[src/rtl/syn_exec_ctrl.sv]
// rtl/syn_exec_ctrl.sv - CPU execution controller: run/pause/step/halt, breakpoint stop, saturating stats
module syn_exec_ctrl #(
    parameter int CntWidth = 32,
    parameter int AutoRun  = 0
) (
    input  logic                clk,
    input  logic                rst_n,
    input  logic                run,
    input  logic                pause,
    input  logic                step,
    input  logic                clr_stats,
    input  logic                bp_en,
    input  logic [31:0]         bp_addr,
    input  logic [31:0]         pc_dbg,
    input  logic                cpu_halt,
    input  logic                cpu_jumped,
    input  logic                cpu_is_branch,
    input  logic                cpu_branched,
    output logic                cpu_en,
    output logic [1:0]          state,
    output logic                bp_hit,
    output logic [CntWidth-1:0] cyc_cnt,
    output logic [CntWidth-1:0] jmp_cnt,
    output logic [CntWidth-1:0] br_cnt,
    output logic [CntWidth-1:0] brt_cnt
);

    typedef enum logic [1:0] {
        ST_PAUSED = 2'd0,
        ST_RUN    = 2'd1,
        ST_STEP   = 2'd2,
        ST_HALTED = 2'd3
    } state_e;

    localparam state_e              RstState = (AutoRun != 0) ? ST_RUN : ST_PAUSED;
    localparam logic [CntWidth-1:0] CntMax   = '1;

    state_e              state_q, state_d;
    logic                bp_hit_q, bp_hit_d;
    logic                skip_bp_q, skip_bp_d;
    logic [CntWidth-1:0] cyc_q, cyc_d, jmp_q, jmp_d, br_q, br_d, brt_q, brt_d;
    logic                bp_block;
    logic                exec;

    function automatic logic [CntWidth-1:0] sat_inc(input logic [CntWidth-1:0] v, input logic inc);
        sat_inc = (inc && (v != CntMax)) ? v + 1'b1 : v;
    endfunction

    // rst_n gating keeps the CPU stopped during reset even when AutoRun parks us in RUN
    always_comb begin
        bp_block = bp_en && (pc_dbg == bp_addr) && !skip_bp_q && (state_q == ST_RUN);
        cpu_en   = rst_n && ((state_q == ST_STEP) || ((state_q == ST_RUN) && !bp_block));
        exec     = cpu_en && !cpu_halt;
    end

    always_comb begin
        state_d   = state_q;
        bp_hit_d  = bp_hit_q;
        skip_bp_d = skip_bp_q;
        unique case (state_q)
            ST_PAUSED: begin
                if (cpu_halt) begin
                    state_d = ST_HALTED;
                end else if (pause) begin
                    state_d = ST_PAUSED;
                end else if (step || run) begin
                    state_d   = step ? ST_STEP : ST_RUN;
                    bp_hit_d  = 1'b0;
                    skip_bp_d = 1'b1;
                end
            end
            ST_RUN: begin
                if (cpu_halt) begin
                    state_d = ST_HALTED;
                end else if (pause) begin
                    state_d = ST_PAUSED;
                end else if (bp_block) begin
                    state_d  = ST_PAUSED;
                    bp_hit_d = 1'b1;
                end
            end
            ST_STEP:   state_d = cpu_halt ? ST_HALTED : ST_PAUSED;
            ST_HALTED: state_d = ST_HALTED;
            default:   state_d = ST_HALTED;
        endcase
        // skip_bp only survives until the resumed instruction has actually been issued
        if (state_q != ST_PAUSED && cpu_en) begin
            skip_bp_d = 1'b0;
        end
    end

    always_comb begin
        cyc_d = sat_inc(cyc_q, exec);
        jmp_d = sat_inc(jmp_q, exec && cpu_jumped);
        br_d  = sat_inc(br_q,  exec && cpu_is_branch);
        brt_d = sat_inc(brt_q, exec && cpu_branched);
        if (clr_stats) begin
            cyc_d = '0;
            jmp_d = '0;
            br_d  = '0;
            brt_d = '0;
        end
    end

    always_ff @(posedge clk or negedge rst_n) begin
        if (!rst_n) begin
            state_q   <= RstState;
            bp_hit_q  <= 1'b0;
            skip_bp_q <= 1'b1;
            cyc_q     <= '0;
            jmp_q     <= '0;
            br_q      <= '0;
            brt_q     <= '0;
        end else begin
            state_q   <= state_d;
            bp_hit_q  <= bp_hit_d;
            skip_bp_q <= skip_bp_d;
            cyc_q     <= cyc_d;
            jmp_q     <= jmp_d;
            br_q      <= br_d;
            brt_q     <= brt_d;
        end
    end

    assign state   = state_q;
    assign bp_hit  = bp_hit_q;
    assign cyc_cnt = cyc_q;
    assign jmp_cnt = jmp_q;
    assign br_cnt  = br_q;
    assign brt_cnt = brt_q;

endmodule

[config.mk]
export PLATFORM = sky130hd
export DESIGN_NAME = syn_exec_ctrl
export DESIGN_NICKNAME = d
export VERILOG_FILES = /design/src/rtl/syn_exec_ctrl.sv
export SDC_FILE = /design/constraint.sdc
export NUM_CORES = 1
export LEC_CHECK = 0
export BUFFER_PORTS_ARGS = -buffer_cell sky130_fd_sc_hd__buf_2
export CAP_MARGIN = 5
export CORE_UTILIZATION = 40
export DETAILED_ROUTE_END_ITERATION = 6
export SLEW_MARGIN = 15
export SYNTH_ARGS = -nofsm -noshare
export SYNTH_HDL_FRONTEND = slang
export SYNTH_SLANG_ARGS = --single-unit
[constraint.sdc]
create_clock -name clk -period 2.8 [get_ports clk]
set_input_delay 0 -clock clk [delete_from_list [all_inputs] [get_ports clk]]
set_output_delay 0 -clock clk [all_outputs]
set_load 0.02 [all_outputs]
======== After elaboration in Yosys (flattened, before gate mapping) ========
Cells that the tools add are included.
Widths: inputs -> output; s select.
cells by class
  add/subtract/negate cells ............... 4
  $mul .................................... 0
  div/mod/pow operators ................... 0
  $lt $le $gt $ge ......................... 0
  equality and inequality tests ........... 18
  shift operators ......................... 0
  mux-type cells .......................... 29
  bitwise operators ....................... 0
  reduce and logical (&&, ||, !) cells .... 31
operator list
  kind                   number
  $mux 32                8
  $add 32x1->32 const B  4
  $ne 32x32->1 const B   4
  $eq 32x32->1           1
  $mux 2                 8
  $reduce_bool 2->1      8
  $logic_and 1x1->1      14
  $ne 2x2->1 const B     6
  $mux 1                 11
  $ne 4x4->1 const B     2
  $pmux 2 s4             1
  $reduce_and 7->1       1
  $eq 2x2->1 const B     2
  $ne 2x1->1 const B     2
  $reduce_and 4->1       1
  $logic_not 1->1        3
  $eq 2x1->1 const B     1
  $logic_not 2->1        1
  $logic_or 1x1->1       2
  $pmux 1 s2             1
  $reduce_and 2->1       1
storage, ports and cells
  bits in registers ....................... 132
  bits in latches ......................... 0
  bits in writable memories ............... 0
  memory bits (read-only) ................. 0
  input port bits ......................... 75
  output and inout bits ................... 132
  memories kept ........................... 0

======== Longest topological paths before layout ========
  word-level depth ........................ 13
  gate-level depth with buffers ........... 10
  gate-level depth less buffers ........... 8

======== Worst setup path after synthesis ========
Ideal clock, no wire load.
  path kind ............................... flip-flop to flip-flop
  start point ............................. register brt_q[0] (netlist: brt_cnt[0])
  end point ............................... register brt_q[28] (netlist: brt_cnt[28])
  library setup time ...................... 132 ps
  data arrival time ....................... 2294 ps
  data required time ...................... 2668 ps
  slack ................................... 374 ps
  stages on the path, launching flop included .. 10
  clock period less this slack ............ 2426 ps
  cell sequence ........................... dfrtp_1 > ha_1 > and4_1 > nand3_1 > nor4_2 > or4_1 > buf_2 > or3b_1 > xor2_1 > nor2_1
on the way
  word-level cells in the longest chain between the ends .. 3
RTL lines
  item                                                  RTL line  text
  start: declaration                                    41        logic [CntWidth-1:0] cyc_q, cyc_d, jmp_q, jmp_d, br_q, br_d, brt_q, brt_d;
  start signal: assignment                              121       brt_q <= brt_d;
  $add 32x1->32 / $ne 32x32->1 (equally long branches)  46        sat_inc = (inc && (v != CntMax)) ? v + 1'b1 : v;
  $mux 32 / $logic_and 1x1->1 (equally long branches)   46
  $mux 32 / $reduce_bool 2->1 (equally long branches)   -
Several ways; a longest one is shown, not always the timed one. The select of a mux whose other input is x is not followed.
A chain may end at the register's enable or synchronous reset.

======== Worst setup path in the final report ========
  start point ............................. register state_q[1] (netlist: state[1])
  end point ............................... register brt_q[28] (netlist: brt_cnt[28])
on the way
  word-level cells in the longest chain between the ends .. 10
RTL lines
  item                                  RTL line  text
  start: declaration                    38        state_e state_q, state_d;
  start signal: assignment              107       state_q <= RstState;
  start signal: assignment              115       state_q <= state_d;
  $eq 2x1->1                            51, 52
  $logic_and 1x1->1                     51        bp_block = bp_en && (pc_dbg == bp_addr) && !skip_bp_q && (state_q == ST_RUN);
  $logic_not 1->1                       52        cpu_en = rst_n && ((state_q == ST_STEP) || ((state_q == ST_RUN) && !bp_block));
  $logic_and 1x1->1                     52
  $logic_or 1x1->1 *                    52
  $logic_and 1x1->1 *                   52
  $logic_and 1x1->1 *                   53        exec = cpu_en && !cpu_halt;
  $logic_and 1x1->1 *                   96        brt_d = sat_inc(brt_q, exec && cpu_branched);
  $logic_and 1x1->1 *                   46
  $reduce_bool 2->1 (no source line) *  -
Mark *: on every way between the ends. The rest lies on a longest branch, timed or not.

==> results.cfg <==
[setup_path]
timing.rr.end = brt_cnt[28]
cp.arrival_ps = 2960
crit_start = state[1]
worst_setup_path_end_kind = flip-flop
r2r.worst_path.cells = 8
crit_required_ps = 3110
reg2reg_from = state[1]
worst-r2r-setup-slack_ps = 140
path_max_fanout = 6
crit_type = reg -> reg
start_kind = flip-flop

[grt]
grt_max_degree = 75
grtUsageTotal = 0.210
grt_overflow = 0
antenna_found_initial = 0
grt_pass1_wl_um = 33600
grt_pass1_vias = 6781

[synth]
synth_nets = 930
syn-cell-area_um2 = 7760
yosysTopAreaCellShare = 0.422
synth_seq_cells = 132
synth-warning-count = 0
synthFlopType = dfrtp_1
synth_commonest_cells = dfrtp_1 (131), nor2_1 (121), xor2_1 (77)
ys_types = 61
syn_inst = 846
synth.area.top_cells = dfrtp_1 (42%), xor2_1 (8.7%), nor2_1 (5.9%)
synth_edf_count = 0
syn_avg_cell_area_um2 = 9.17
synth-async-reset-ratio = 1.00
yosysTopAreaCell = dfrtp_1
yosysSeqAreaShare = 0.426
yosysMostFrequentCell = dfrtp_1

[routing]
vias = 6902
vias_per_cell = 5.19
drc = 0
drtIter0Drc = 432
dr.pass1.iters = 4
routed_wl_um = 20100
post_drt_wl_per_cell_um = 15.1
ant_nets = 0

[power]
ir_worst_vdd_mv = 0.377
leakage_nw = 4.59
power.density_nw_per_um2 = 489

[cts]
cts.sinks = 132
cts_root_buf = clkbuf_16
cts_made_buffers = 17
htreeDepth = 4
cts_buffer_depth = 2
clk_pin_slew_ps = 60
cts_tree = done
clk_latency_ps = 420

[timing]
fin_crit_ps = 2660
fin_skew_ps = 11.6
fmax_ghz = 0.377
fin_crit_sh = 0.948
worst_slew_margin_rel = 0.343
worstMarginPinSlew_ps = 985
finalHoldViolCount = 0
setup_viol = 0
fin_setup_tns_ps = 0
rsz0062_at_grt = no
slew_violations = 0

[floorplanning]
dieArea_um2 = 20000
fp.dieH_um = 141
pin_count = 207
num_rows = 50
start_util = 0.412
coreArea_um2 = 18800
chipWidth_um = 141

[worst_hold_path]
hold_depth = 5
hp-class = in -> reg
hold_start = pause
min_to = skip_bp_q

[cells_and_area]
area_growth_pct = 26.1
drive_gt1_frac = 0.279
fillCellCount = 1830
regArea_um2 = 3300
multi_input_area_um2 = 4230
fin_area_um2 = 9780
nets = 1142
antenna_cells = 0

[job]
cap_violations = 0

[placement]
dp_hpwl_um = 14300
globalplace.congestion = 0.808
port_buffers = 206
dpl_cell_area_um2 = 9150

[outcome]
outcome = finished clean
## stage by stage
| step | instances | utilization | hold WS, ps | worst slack [ps] | power (mW) |
|---|---|---|---|---|---|
| floorplan | 846 | - | -296 | 374 | 2.34 |
| global placement | 1295 | 0.486 | 228 | 79.0 | 2.57 |
| detailed placement | 1295 | 0.486 | 233 | 17.8 | 2.57 |
| CTS | 1331 | 0.520 | 35.3 | 145 | 4.84 |
| global route | 1331 | 0.520 | 63.6 | 17.4 | 4.97 |
| finish | 1331 | 0.520 | 53.9 | 145 | 4.78 |
## registers in the layout (all words and copies together) (netlist names)
register and cells:
br_cnt 32, brt_cnt 32, cyc_cnt 32, jmp_cnt 32, state 2, bp_hit 1
skip_bp_q 1
## kinds of logic after synthesis
kind of cell / count (synthesis) / synth area share
flip-flops: 132 / 0.426
AND/OR/NAND/NOR: 445 / 0.324
multiplexers: 7 / 0.0102
buffers and inverters: 59 / 0.0311
AO/OA/AOI/OAI: 68 / 0.0521
XOR/XNOR: 126 / 0.142
adder cells (fa/ha/maj): 9 / 0.0145
## routing by layer
metal | vias up | wire, µm | GRT usage
li1 | 3410 | - | -
met1 | 3309 | 9360 | 0.280
met2 | 169 | 9600 | 0.341
met4 | 0 | 158 | 0.0555
met3 | 14 | 1010 | 0.0513
met5 | - | 0 | 0
## what timing repair did
action | CTS | global route
endpoints found under the hold margin | 132 | 0
hold buffers | 4 | 0
resized for setup | 1 | 0
endpoints found under the setup margin | 1 | 0
setup buffers | 0 | 0
## worst max-delay path, stage by stage, from the launching register on
cell and delay (ps):
dfrtp_1 420, inv_1 120, ha_1 240, o211a_1 330, nand2_1 150, or4_1 640
or3b_1 420, xor2_1 170, nor2_1 60
## area by class of cell
class | count | area share
inverter | 20 | 0.00767
timing repair buffer | 232 | 0.129
multi-input combinational | 655 | 0.432
tap | 260 | 0.0332
sequential | 132 | 0.338
clock buffer | 20 | 0.0477
clock inverter | 12 | 0.0130
## worst max path at each step
stage	endpoint	slack, ps	depth (start not counted)
floorplan	brt_cnt[28]	370	9
global placement	jmp_cnt[26]	80	8
detailed placement	jmp_cnt[26]	20	8
CTS	brt_cnt[28]	150	8
global route	brt_cnt[28]	20	8
finish	brt_cnt[28]	140	8
## cell usage in the layout, fill, tap and decap left out, drive strengths merged, types with 20 or more instances in the layout
cell type    n
inv         22
xor2        77
nand3       77
nor2       122
clkbuf      20
xnor2       49
nand2       47
a21oi       29
dfrtp      131
and3        32
nand4       55
buf        228
## report_power, final
part | switching [mW] | internal (mW)
clock | 0.864 | 1.38
combinational | 0.344 | 0.213
sequential | 0.0341 | 1.95
total | 1.24 | 3.54
Power figures use the tool's default switching activity.
